==> config.mk <==
export PLATFORM = sky130hd
export DESIGN_NAME = led_bar_rr_sequencer_flat
export DESIGN_NICKNAME = d
export VERILOG_FILES = /design/src/rtl/led_bar_pkg.sv /design/src/rtl/led_bar_rr_sequencer_if.sv /design/src/rtl/rr_pick.sv /design/src/rtl/led_bar_rr_sequencer.sv /design/src/flat_wrapper.sv
export SDC_FILE = /design/constraint.sdc
export NUM_CORES = 1
export LEC_CHECK = 0
export ABC_AREA = 1
export CAP_MARGIN = 0
export CORE_ASPECT_RATIO = 0.9
export CORE_MARGIN = 4
export CORE_UTILIZATION = 46
export CTS_CLUSTER_SIZE = 12
export DETAILED_ROUTE_END_ITERATION = 12
export GPL_TIMING_DRIVEN = 0
export PLACE_DENSITY_LB_ADDON = 0.1
export RECOVER_POWER = 25
export SYNTH_ARGS = -nofsm -noshare
export SYNTH_HDL_FRONTEND = slang
export SYNTH_SLANG_ARGS = --single-unit
export TNS_END_PERCENT = 100
==> constraint.sdc <==
create_clock -name i_clock -period 4.6 [get_ports i_clock]
set_clock_uncertainty 0.05 [all_clocks]
set_input_delay 0.46 -clock i_clock [delete_from_list [all_inputs] [get_ports i_clock]]
set_output_delay 0.46 -clock i_clock [all_outputs]
set_load 0.005 [all_outputs]
==> src/rtl/led_bar_pkg.sv <==
// rtl/led_bar_pkg.sv - shared LED bar state encodings, count constants and index helper
package led_bar_pkg;

  // Owner / pointer index width; covers up to 8 requesters.
  localparam int IDX_W = 3;

  // Burst sequencing states shared by the LED bar family.
  typedef enum logic [2:0] {
    ST_IDLE = 3'd0,
    ST_LIT2 = 3'd1,
    ST_LIT3 = 3'd2,
    ST_LIT5 = 3'd3,
    ST_GAP  = 3'd4
  } led_state_t;

  // Number of lit LEDs shown on the bar for each ramp step.
  localparam logic [2:0] Z_OFF = 3'b000;
  localparam logic [2:0] Z_2   = 3'b010;
  localparam logic [2:0] Z_3   = 3'b011;
  localparam logic [2:0] Z_5   = 3'b101;

  // Next index in cyclic order over n requesters (wraps n-1 -> 0).
  function automatic logic [IDX_W-1:0] next_idx(input logic [IDX_W-1:0] idx, input int n);
    logic [IDX_W-1:0] last;
    last = IDX_W'(n - 1);
    return (idx >= last) ? '0 : idx + 1'b1;
  endfunction

endpackage

==> src/rtl/led_bar_rr_sequencer_if.sv <==
// rtl/led_bar_rr_sequencer_if.sv - request/config and bar-status bundle for the sequencer
interface led_bar_rr_sequencer_if
  import led_bar_pkg::*;
#(
  parameter int N_REQ   = 4,
  parameter int DWELL_W = 8
);

  // Request side: level requests plus the per-step dwell setting.
  logic [N_REQ-1:0]   req;
  logic [DWELL_W-1:0] cfg_dwell;

  // Status side: ownership, LED count and end-of-burst pulses.
  logic [N_REQ-1:0]   grant;
  logic [IDX_W-1:0]   owner;
  logic               busy;
  logic [2:0]         z;
  logic               done;
  logic               abort;

  // Master drives requests (request sources / bench).
  modport master (
    output req, cfg_dwell,
    input  grant, owner, busy, z, done, abort
  );

  // Slave is the sequencer itself.
  modport slave (
    input  req, cfg_dwell,
    output grant, owner, busy, z, done, abort
  );

endinterface

==> src/rtl/rr_pick.sv <==
// rtl/rr_pick.sv - combinational cyclic-priority picker starting at a pointer
module rr_pick
  import led_bar_pkg::*;
#(
  parameter int N_REQ = 4
) (
  input  logic [N_REQ-1:0] i_req,
  input  logic [IDX_W-1:0] i_ptr,
  output logic             o_any,
  output logic [IDX_W-1:0] o_winner
);

  logic [2*N_REQ-1:0] w_dbl;
  logic [N_REQ-1:0]   w_rot;
  logic [IDX_W-1:0]   w_off;
  logic [IDX_W:0]     w_sum;

  // Rotate so that the pointer position lands on bit 0; the first set bit
  // of the rotated vector is then the cyclic winner's offset from the pointer.
  assign w_dbl = {i_req, i_req};
  assign w_rot = N_REQ'(w_dbl >> i_ptr);
  assign o_any = |i_req;

  // Lowest set bit of the rotated vector; scanning downward lets the lowest win.
  always_comb begin
    w_off = '0;
    for (int i = N_REQ - 1; i >= 0; i--) begin
      if (w_rot[i]) begin
        w_off = IDX_W'(i);
      end
    end
  end

  // Map the offset back to an absolute requester index, modulo N_REQ.
  assign w_sum    = {1'b0, i_ptr} + {1'b0, w_off};
  assign o_winner = (w_sum >= (IDX_W+1)'(N_REQ)) ? IDX_W'(w_sum - (IDX_W+1)'(N_REQ))
                                                 : w_sum[IDX_W-1:0];

endmodule

==> src/rtl/led_bar_rr_sequencer.sv <==
// rtl/led_bar_rr_sequencer.sv - round-robin owner of the LED bar running a 0-2-3-5-0 ramp
module led_bar_rr_sequencer
  import led_bar_pkg::*;
#(
  parameter int N_REQ   = 4,
  parameter int DWELL_W = 8
) (
  input logic                    i_clock,
  input logic                    i_reset,
  led_bar_rr_sequencer_if.slave  bus
);

  led_state_t         r_state;
  logic [DWELL_W-1:0] r_cnt;
  logic [IDX_W-1:0]   r_ptr;
  logic [IDX_W-1:0]   r_owner;
  logic [N_REQ-1:0]   r_grant;
  logic               r_busy;
  logic [2:0]         r_z;
  logic               r_done;
  logic               r_abort;

  logic               w_any;
  logic [IDX_W-1:0]   w_winner;
  logic [N_REQ-1:0]   w_win_grant;
  logic               w_owner_req;
  logic [IDX_W-1:0]   w_next_ptr;

  rr_pick #(.N_REQ(N_REQ)) u_pick (
    .i_req    (bus.req),
    .i_ptr    (r_ptr),
    .o_any    (w_any),
    .o_winner (w_winner)
  );

  // Grant is one-hot of the owner, so masking req with it isolates req[owner].
  assign w_win_grant = N_REQ'(1) << w_winner;
  assign w_owner_req = |(bus.req & r_grant);
  assign w_next_ptr  = next_idx(r_owner, N_REQ);

  // Burst FSM: grant, ramp through the lit steps with dwell, close via GAP or abort.
  always_ff @(posedge i_clock) begin
    if (i_reset) begin
      r_state <= ST_IDLE;
      r_cnt   <= '0;
      r_ptr   <= '0;
      r_owner <= '0;
      r_grant <= '0;
      r_busy  <= 1'b0;
      r_z     <= Z_OFF;
      r_done  <= 1'b0;
      r_abort <= 1'b0;
    end else begin
      r_done  <= 1'b0;
      r_abort <= 1'b0;
      case (r_state)
        ST_IDLE: begin
          if (w_any) begin
            r_state <= ST_LIT2;
            r_grant <= w_win_grant;
            r_owner <= w_winner;
            r_busy  <= 1'b1;
            r_z     <= Z_2;
            r_cnt   <= bus.cfg_dwell;
          end
        end
        ST_LIT2, ST_LIT3, ST_LIT5: begin
          if (!w_owner_req) begin
            // Owner let go: abort takes precedence even on the final step.
            r_state <= ST_IDLE;
            r_grant <= '0;
            r_busy  <= 1'b0;
            r_z     <= Z_OFF;
            r_abort <= 1'b1;
            r_ptr   <= w_next_ptr;
          end else if (r_cnt == '0) begin
            case (r_state)
              ST_LIT2: begin
                r_state <= ST_LIT3;
                r_z     <= Z_3;
                r_cnt   <= bus.cfg_dwell;
              end
              ST_LIT3: begin
                r_state <= ST_LIT5;
                r_z     <= Z_5;
                r_cnt   <= bus.cfg_dwell;
              end
              default: begin
                r_state <= ST_GAP;
                r_grant <= '0;
                r_busy  <= 1'b0;
                r_z     <= Z_OFF;
                r_done  <= 1'b1;
                r_ptr   <= w_next_ptr;
              end
            endcase
          end else begin
            r_cnt <= r_cnt - 1'b1;
          end
        end
        ST_GAP: begin
          // Forced dark cycle between bursts; requests are not looked at here.
          r_state <= ST_IDLE;
        end
        default: begin
          r_state <= ST_IDLE;
        end
      endcase
    end
  end

  assign bus.grant = r_grant;
  assign bus.owner = r_owner;
  assign bus.busy  = r_busy;
  assign bus.z     = r_z;
  assign bus.done  = r_done;
  assign bus.abort = r_abort;

endmodule
==> src/flat_wrapper.sv <==
// flat-port wrapper written by rule: the top's interface ports become plain ports
module led_bar_rr_sequencer_flat import led_bar_pkg::*;
#(
  parameter int N_REQ   = 4,
  parameter int DWELL_W = 8
)
  (i_clock, i_reset, bus_req, bus_cfg_dwell, bus_grant, bus_owner, bus_busy, bus_z, bus_done, bus_abort);
  led_bar_rr_sequencer_if #(.N_REQ(N_REQ), .DWELL_W(DWELL_W)) bus_i ();
  input logic i_clock;
  input logic i_reset;
  input wire logic [$bits(bus_i.req)-1:0] bus_req;
  input wire logic [$bits(bus_i.cfg_dwell)-1:0] bus_cfg_dwell;
  output wire logic [$bits(bus_i.grant)-1:0] bus_grant;
  output wire logic [$bits(bus_i.owner)-1:0] bus_owner;
  output wire logic [$bits(bus_i.busy)-1:0] bus_busy;
  output wire logic [$bits(bus_i.z)-1:0] bus_z;
  output wire logic [$bits(bus_i.done)-1:0] bus_done;
  output wire logic [$bits(bus_i.abort)-1:0] bus_abort;
  assign bus_i.req = bus_req;
  assign bus_i.cfg_dwell = bus_cfg_dwell;
  assign bus_grant = bus_i.grant;
  assign bus_owner = bus_i.owner;
  assign bus_busy = bus_i.busy;
  assign bus_z = bus_i.z;
  assign bus_done = bus_i.done;
  assign bus_abort = bus_i.abort;
  led_bar_rr_sequencer #(.N_REQ(N_REQ), .DWELL_W(DWELL_W)) u_core (.i_clock(i_clock), .i_reset(i_reset), .bus(bus_i));
endmodule
==> results of run 1 <==
==> cell usage in the layout (no fill, tap or decap), types with 2 or more instances in the layout <==
master,count
o21ai_0,13
a21oi_2,3
inv_1,26
clkdlybuf4s50_1,16
a21oi_1,9
ha_1,6
inv_2,3
nor2_2,2
dlygate4sd3_1,10
dfxtp_1,27
nand2_1,47
nor2_1,35
nand2_2,6
o21ai_1,10
nand2_4,2
nand3_1,22
nand4_1,8
o21ai_2,2
xor2_1,2
clkbuf_8,3
nor2_4,3
clkbuf_1,2
==> critical path, stage by stage <==
cell             delay (ns)
clkdlybuf4s50_1        0.48
inv_1                  0.08
o21a_1                 0.18
o21ai_0                0.22
inv_1                  0.06
nand2_1                0.06
a21oi_1                0.06
ha_1                   0.21
fa_1                   0.61
nand4_1                0.13
o21ai_1                0.12
==> Yosys cell counts (all sizes together) <==
cell type | n | area, um2
nand3 | 23 | 120
xnor2 | 1 | 8.76
a21o | 1 | 7.51
nor2 | 40 | 178
clkbuf | 1 | 3.75
dfxtp | 27 | 541
or2 | 1 | 6.26
a21oi | 12 | 71.3
o211ai | 1 | 7.51
o31ai | 1 | 7.51
buf | 2 | 20.0
inv | 30 | 115
mux2i | 1 | 10.0
xor2 | 2 | 17.5
o21a | 1 | 7.51
ha | 6 | 75.1
nor3b | 1 | 7.51
o21ai | 25 | 133
nand2 | 56 | 257
clkinv | 2 | 12.5
nand4 | 8 | 50.1
fa | 1 | 20.0
nor3 | 1 | 10.0
==> per-stage QoR <==
| stage | hold slack [ns] | utilization |
|---|---|---|
| floorplan | 0.408 | - |
| global placement | 0.403 | 0.579 |
| detailed placement | 0.407 | 0.579 |
| CTS | 0.422 | 0.592 |
| global route | 0.456 | 0.592 |
| finish | 0.415 | 0.592 |
==> kinds of logic after synthesis <==
kind of cell / Yosys count / synth area share
and+or+nand+nor: 130 / 0.373
AOI/OAI and AO/OA: 41 / 0.139
buffers and inverters: 35 / 0.0898
DFF: 27 / 0.321
adders and majority gates: 7 / 0.0564
xor gates and xnor gates: 3 / 0.0156
muxes: 1 / 0.00594
==> power by group <==
group	switching, uW	total (uW)	leakage (uW)	internal [uW]
registers	78.4	393	0.000222	315
logic	463	772	0.000703	309
clock network	71.6	134	0.0000228	62.0
total	613	1300	0.000948	686
==> worst min-delay path by stage <==
stage | from | end
after global routing | u_core.bus.busy | u_core.bus.busy
after global placement | u_core.bus.busy | u_core.bus.busy
after detailed placement | u_core.bus.busy | u_core.bus.busy
after floorplan | u_core.bus.busy | u_core.bus.busy
final | u_core.bus.busy | u_core.bus.busy
after CTS | u_core.bus.busy | u_core.bus.busy
==> final cells by class <==
class	instances	area [um2]	share of cell area
multi-input combinational	182	993	0.486
sequential	27	541	0.264
timing repair buffer	26	260	0.127
inverter	32	128	0.0624
tap	44	55.1	0.0269
clock buffer	4	45.0	0.0220
buffer	3	23.8	0.0116
==> metal layers <==
| metal | part of all wire | vias to the layer above | wire [um] |
|---|---|---|---|
| met5 | 0 | - | 0 |
| met4 | 0.0068 | 0 | 25 |
| met3 | 0.038 | 2 | 138 |
| met2 | 0.48 | 22 | 1750 |
| met1 | 0.48 | 696 | 1760 |
| li1 | - | 856 | - |
==> registers in the layout, summed over array words and instances (netlist names) <==
| name | cells |
|---|---|
| u_core.bus.abort | 1 |
| u_core.bus.busy | 1 |
| u_core.bus.done | 1 |
| u_core.bus.grant | 4 |
| u_core.bus.owner | 3 |
| u_core.bus.z | 3 |
| u_core.r_cnt | 8 |
| u_core.r_ptr | 3 |
| u_core.r_state | 3 |
==> flow_results.xml, run 1 <==
<?xml version="1.0" encoding="UTF-8"?>
<metrics>
  <group name="outcome">
    <metric name="outcome" unit="">finished clean</metric>
  </group>
  <group name="sta">
    <metric name="finalHoldViolations" unit="">0</metric>
    <metric name="final_total_negative_setup_slack" unit="ns">0</metric>
    <metric name="maxSlewViolCount" unit="">0</metric>
    <metric name="worst-slew-pin-transition" unit="ns">0.460</metric>
    <metric name="maxClockFrequency" unit="MHz">395</metric>
    <metric name="final.period_utilization" unit="">0.550</metric>
    <metric name="setup_ws" unit="ns">2.07</metric>
    <metric name="maxSlewHeadroom" unit="">0.693</metric>
    <metric name="final.min_clock_period" unit="ns">2.53</metric>
    <metric name="report.final.setup_viol" unit="">0</metric>
    <metric name="grt_setup_unrepaired" unit="">false</metric>
  </group>
  <group name="cts">
    <metric name="post_cts_hold_buffer_count" unit="">0</metric>
    <metric name="cts.clk_slew.worst_paths" unit="ns">0.09</metric>
    <metric name="cts_sinks" unit="">27</metric>
    <metric name="ctsResizeCount" unit="">0</metric>
    <metric name="tritoncts" unit="">done</metric>
    <metric name="ctsHtreeMaxLevel" unit="">1</metric>
    <metric name="cts-root-buf" unit="">clkbuf_8</metric>
    <metric name="number_of_buffers_on_the_longest_clock_path" unit="">2</metric>
    <metric name="post-cts-setup-buffers" unit="">0</metric>
    <metric name="total_cts_buffers" unit="">3</metric>
    <metric name="clock_insertion_delay_worst_skew" unit="ns">0.27</metric>
  </group>
  <group name="flow_run">
    <metric name="max-cap-violations" unit="">0</metric>
  </group>
  <group name="routing">
    <metric name="viasPerCell" unit="">4.96</metric>
    <metric name="wl_per_cell" unit="um">11.5</metric>
    <metric name="detailroute.via_count" unit="">1576</metric>
    <metric name="drt_first_pass_iters" unit="">4</metric>
    <metric name="routed_wl" unit="um">3670</metric>
    <metric name="remaining_drc_errors" unit="">0</metric>
    <metric name="drt_iter0_drc" unit="">75</metric>
    <metric name="drt.antenna.violating_nets" unit="">0</metric>
  </group>
  <group name="floorplanning">
    <metric name="design.portCount" unit="">27</metric>
    <metric name="dieWidth" unit="um">71.8</metric>
    <metric name="initial_utilization" unit="">0.488</metric>
    <metric name="placementRows" unit="">20</metric>
    <metric name="floorplan.die.height" unit="um">65.4</metric>
    <metric name="core_region_area" unit="mm2">0.00345</metric>
    <metric name="die_area" unit="mm2">0.00470</metric>
  </group>
  <group name="placed_design">
    <metric name="io_buffers" unit="">26</metric>
    <metric name="gpl.final_weighted_congestion" unit="">0.839</metric>
    <metric name="dpl.hpwl" unit="um">2880</metric>
    <metric name="dp_worst_setup_slack" unit="ns">1.80</metric>
    <metric name="placedInstanceArea" unit="mm2">0.00200</metric>
    <metric name="placedCellCount" unit="">314</metric>
  </group>
  <group name="synthesis">
    <metric name="synthesis.instances" unit="">244</metric>
    <metric name="synthesis.area_per_instance" unit="um2">6.91</metric>
    <metric name="synth-seq-cells" unit="">27</metric>
    <metric name="syn-num-nets" unit="">265</metric>
    <metric name="syn_area" unit="mm2">0.00169</metric>
    <metric name="ys.warnings.count" unit="">0</metric>
    <metric name="yosys.cell_types.count" unit="">36</metric>
    <metric name="fraction_of_the_yosys_area_taken_by_sequential_cells" unit="">0.321</metric>
  </group>
  <group name="cells_and_area">
    <metric name="flow.area_growth_from_synthesis" unit="%">21.4</metric>
    <metric name="ant_diodes" unit="">0</metric>
    <metric name="layout.filler_cells" unit="">338</metric>
    <metric name="post_layout_nonfiller_instances" unit="">318</metric>
    <metric name="post_route_standard_cell_area_excluding_fillers" unit="mm2">0.00205</metric>
    <metric name="final_net_count" unit="">296</metric>
    <metric name="drive_above_1_share" unit="">0.117</metric>
  </group>
  <group name="worst_setup_path">
    <metric name="critPathCapture" unit="">u_core.bus.grant[3]</metric>
    <metric name="rrSetupSlack" unit="ns">2.26</metric>
    <metric name="worst_ep_required_time" unit="ns">4.76</metric>
    <metric name="setup.worst_path.class" unit="">in2reg</metric>
    <metric name="worst_r2r_path_depth" unit="">10</metric>
    <metric name="timing.rr.start" unit="">u_core.r_ptr[0]</metric>
    <metric name="critical_path_peak_fanout" unit="">5</metric>
    <metric name="end_kind" unit="">flop</metric>
    <metric name="start_kind" unit="">primary input</metric>
    <metric name="r2r-end" unit="">u_core.bus.owner[1]</metric>
    <metric name="crit_arrival" unit="ns">2.68</metric>
    <metric name="crit_start" unit="">bus_req[0]</metric>
  </group>
  <group name="global_routing">
    <metric name="global_route.usage.total" unit="">0.173</metric>
    <metric name="grt_antenna_before_repair" unit="">0</metric>
    <metric name="gr-usage-met3" unit="">0.0275</metric>
    <metric name="globalRouteMet2Util" unit="">0.279</metric>
    <metric name="grt_pass1_vias" unit="">1456</metric>
    <metric name="grt_most_used_layer" unit="">met2</metric>
    <metric name="grt_first_pass_wirelength" unit="um">6620</metric>
    <metric name="grt_max_degree" unit="">15</metric>
    <metric name="gr-total-overflow" unit="">0</metric>
    <metric name="globalRouteMet1Util" unit="">0.243</metric>
  </group>
  <group name="power_and_ir_drop">
    <metric name="maximum_vdd_ir_drop" unit="mV">0.300</metric>
    <metric name="power-per-cell-area" unit="mW/mm2">635</metric>
    <metric name="cellLeakagePower" unit="uW">0.000948</metric>
    <metric name="total_power" unit="uW">1300</metric>
  </group>
  <group name="hold_path">
    <metric name="min_path_type" unit="">reg2reg</metric>
    <metric name="min_delay_path_depth" unit="">2</metric>
  </group>
</metrics>
Power figures use the tool's default switching activity.
==> run 2, diff against run 1 <==
==> constraint.sdc (replaced) <==
create_clock -name i_clock -period 2 [get_ports i_clock]
set_clock_uncertainty 0.05 [all_clocks]
set_input_delay 0.2 -clock i_clock [delete_from_list [all_inputs] [get_ports i_clock]]
set_output_delay 0.2 -clock i_clock [all_outputs]
set_load 0.005 [all_outputs]
==> flow_results.xml, run 2 (synthesized netlist as in run 1, its figures left out) <==
<?xml version="1.0" encoding="UTF-8"?>
<metrics>
  <group name="sta">
    <metric name="maxSlewViolCount" unit="">0</metric>
    <metric name="maxClockFrequency" unit="MHz">475</metric>
    <metric name="maxSlewHeadroom" unit="">0.689</metric>
    <metric name="report.final.setup_viol" unit="">5</metric>
    <metric name="finalHoldViolations" unit="">0</metric>
    <metric name="worst-slew-pin-transition" unit="ns">0.466</metric>
    <metric name="setup_ws" unit="ns">-0.105</metric>
    <metric name="grt_setup_unrepaired" unit="">true</metric>
    <metric name="final.min_clock_period" unit="ns">2.11</metric>
    <metric name="final.period_utilization" unit="">1.05</metric>
  </group>
  <group name="worst_setup_path">
    <metric name="timing.rr.start" unit="">u_core.r_ptr[0]</metric>
    <metric name="end_kind" unit="">flop</metric>
    <metric name="critical_path_peak_fanout" unit="">7</metric>
    <metric name="crit_start" unit="">u_core.r_ptr[0]</metric>
    <metric name="critical-path-max-stage-delay" unit="ns">0.48</metric>
    <metric name="path_cells" unit="">inv_4, o31ai_4, nand2_1, nand2_1, nand2_1, a21oi_2, ha_2, fa_2, nor2_1, nand3_1, nand2_1</metric>
    <metric name="critical-path-top-cell-by-count" unit="">nand2_1</metric>
    <metric name="setup.worst_path.class" unit="">reg2reg</metric>
    <metric name="worst_ep_required_time" unit="ns">2.17</metric>
    <metric name="rrSetupSlack" unit="ns">-0.11</metric>
    <metric name="start_kind" unit="">flop</metric>
    <metric name="worst_r2r_path_depth" unit="">11</metric>
    <metric name="crit_arrival" unit="ns">2.27</metric>
    <metric name="critPathSlowestCell" unit="">fa_2</metric>
    <metric name="r2r-end" unit="">u_core.bus.grant[0]</metric>
  </group>
  <group name="cells_and_area">
    <metric name="flip_flop_count_of_the_largest_register_all_copies_and_words_added" unit="">8</metric>
    <metric name="final_core_utilization" unit="">0.609</metric>
    <metric name="post_route_standard_cell_area_excluding_fillers" unit="mm2">0.00210</metric>
    <metric name="layout.filler_cells" unit="">349</metric>
    <metric name="ant_diodes" unit="">0</metric>
    <metric name="mostFrequentLayoutCell" unit="">nand2_1</metric>
    <metric name="post_layout_nonfiller_instances" unit="">320</metric>
    <metric name="multi_input_area" unit="mm2">0.00103</metric>
    <metric name="final-seq-area" unit="um2">546</metric>
    <metric name="final_net_count" unit="">298</metric>
    <metric name="flow.area_growth_from_synthesis" unit="%">24.9</metric>
    <metric name="drive_above_1_share" unit="">0.174</metric>
    <metric name="most-common-layout-cells" unit="">nand2_1 (44), nor2_1 (34), dfxtp_1 (25), inv_1 (24), nand3_1 (21)</metric>
    <metric name="registers.top_by_ff_count" unit="">u_core.r_cnt</metric>
  </group>
  <group name="global_routing">
    <metric name="global_route.usage.total" unit="">0.176</metric>
    <metric name="grt_first_pass_wirelength" unit="um">6700</metric>
    <metric name="grt_max_degree" unit="">15</metric>
    <metric name="grt_pass1_vias" unit="">1531</metric>
    <metric name="grt_antenna_before_repair" unit="">0</metric>
    <metric name="gr-total-overflow" unit="">0</metric>
  </group>
  <group name="cts">
    <metric name="tritoncts" unit="">done</metric>
    <metric name="total_cts_buffers" unit="">3</metric>
    <metric name="cts-root-buf" unit="">clkbuf_8</metric>
    <metric name="number_of_buffers_on_the_longest_clock_path" unit="">2</metric>
    <metric name="ctsHtreeMaxLevel" unit="">1</metric>
    <metric name="cts.clk_slew.worst_paths" unit="ns">0.09</metric>
    <metric name="post_cts_hold_buffer_count" unit="">0</metric>
    <metric name="cts_sinks" unit="">27</metric>
    <metric name="clock_insertion_delay_worst_skew" unit="ns">0.27</metric>
  </group>
  <group name="placed_design">
    <metric name="io_buffers" unit="">26</metric>
    <metric name="gpl.final_weighted_congestion" unit="">0.855</metric>
    <metric name="placedCellCount" unit="">314</metric>
    <metric name="placedInstanceArea" unit="mm2">0.00201</metric>
    <metric name="dpl.hpwl" unit="um">2870</metric>
  </group>
  <group name="power_and_ir_drop">
    <metric name="power.switching" unit="uW">1480</metric>
    <metric name="maximum_vdd_ir_drop" unit="mV">0.732</metric>
    <metric name="power-per-cell-area" unit="mW/mm2">1490</metric>
    <metric name="intPower" unit="uW">1640</metric>
    <metric name="share_clk_of_total_power" unit="">0.100</metric>
    <metric name="p_comb_frac" unit="">0.603</metric>
    <metric name="switching_share" unit="">0.474</metric>
    <metric name="cellLeakagePower" unit="uW">0.000955</metric>
    <metric name="p_seq_frac" unit="">0.297</metric>
    <metric name="total_power" unit="uW">3130</metric>
  </group>
  <group name="routing">
    <metric name="routed_wl" unit="um">3750</metric>
    <metric name="drt.antenna.violating_nets" unit="">0</metric>
    <metric name="detailroute.via_count" unit="">1614</metric>
    <metric name="wl_per_cell" unit="um">11.7</metric>
    <metric name="remaining_drc_errors" unit="">0</metric>
    <metric name="drt_iter0_drc" unit="">81</metric>
    <metric name="drt_first_pass_iters" unit="">4</metric>
    <metric name="viasPerCell" unit="">5.04</metric>
  </group>
  <group name="hold_path">
    <metric name="min_delay_path_depth" unit="">2</metric>
    <metric name="endpoint_of_the_worst_hold_timing_path" unit="">u_core.bus.busy</metric>
    <metric name="startpoint_of_the_most_critical_hold_path" unit="">u_core.bus.busy</metric>
    <metric name="min_path_type" unit="">reg2reg</metric>
  </group>
  <group name="floorplanning">
    <metric name="core_region_area" unit="mm2">0.00345</metric>
    <metric name="design.portCount" unit="">27</metric>
    <metric name="floorplan.die.height" unit="um">65.4</metric>
    <metric name="die_area" unit="mm2">0.00470</metric>
    <metric name="dieWidth" unit="um">71.8</metric>
    <metric name="initial_utilization" unit="">0.488</metric>
    <metric name="placementRows" unit="">20</metric>
  </group>
  <group name="outcome">
    <metric name="violations" unit="">setup timing</metric>
    <metric name="outcome" unit="">finished, violations left</metric>
  </group>
  <group name="flow_run">
    <metric name="max-cap-violations" unit="">0</metric>
  </group>
</metrics>
## run 2: cell types whose count changed in the layout (fill, tap and decap cells not counted), sizes merged
cell         delta
dlygate4sd3     -4
buf             +2
dlygate4sd2     +4
## run 2: worst max-delay path: cells and delay by family, from the launching register on
family                     cells  cell delay [ns]
AOI/OAI and AO/OA              2             0.31
adders and majority gates      2             0.69
buffers and inverters          1             0.06
DFF                            1             0.41
and+or+nand+nor                6             0.54
## run 2: cell type report
type,instances,area share
timing repair buffer,28,0.128
inverter,32,0.0618
sequential,27,0.259
buffer,3,0.0113
tap,44,0.0262
clock buffer,4,0.0214
multi-input combinational,182,0.492
## run 2: per-layer routing
layer / vias up / track usage / part of all wire
li1: 866 / - / -
met2: 20 / 0.300 / 0.46
met1: 723 / 0.230 / 0.50
met4: 0 / 0.0469 / 0.0067
met5: - / 0 / 0
met3: 5 / 0.0291 / 0.034
## run 2: worst max path at each step
stage	end	depth (start not counted)
final	u_core.bus.grant[0]	11
after global routing	u_core.bus.grant[3]	10
after CTS	u_core.bus.grant[0]	11
after detailed placement	u_core.bus.owner[1]	11
after global placement	u_core.bus.owner[1]	11
after floorplan	u_core.bus.owner[1]	10
## run 2: metrics by stage
step	worst slack, ns	hold slack, ns	TNS (ns)
6_report	-0.105	0.423	-0.365
5_1_grt	-0.237	0.463	-1.13
4_1_cts	-0.0671	0.432	-0.278
3_5_place_dp	-0.505	0.417	-2.90
3_3_place_gp	-0.485	0.406	-2.87
2_1_floorplan	0.0115	0.351	0
## run 2: power groups by stage
stage | Clock, uW | Combinational, uW | Sequential (uW)
5_1_grt | 348 | 2120 | 973
3_5_place_dp | 0 | 1800 | 926
4_1_cts | 326 | 1860 | 931
6_report | 311 | 1890 | 929
3_3_place_gp | 0 | 1770 | 928
2_1_floorplan | 0 | 1360 | 893
## run 2: repair_timing
item,4_1_cts,5_1_grt
gates resized for setup,18,5
buffers inserted,1,1
pin swaps,12,7
endpoints found under the setup margin,6,6
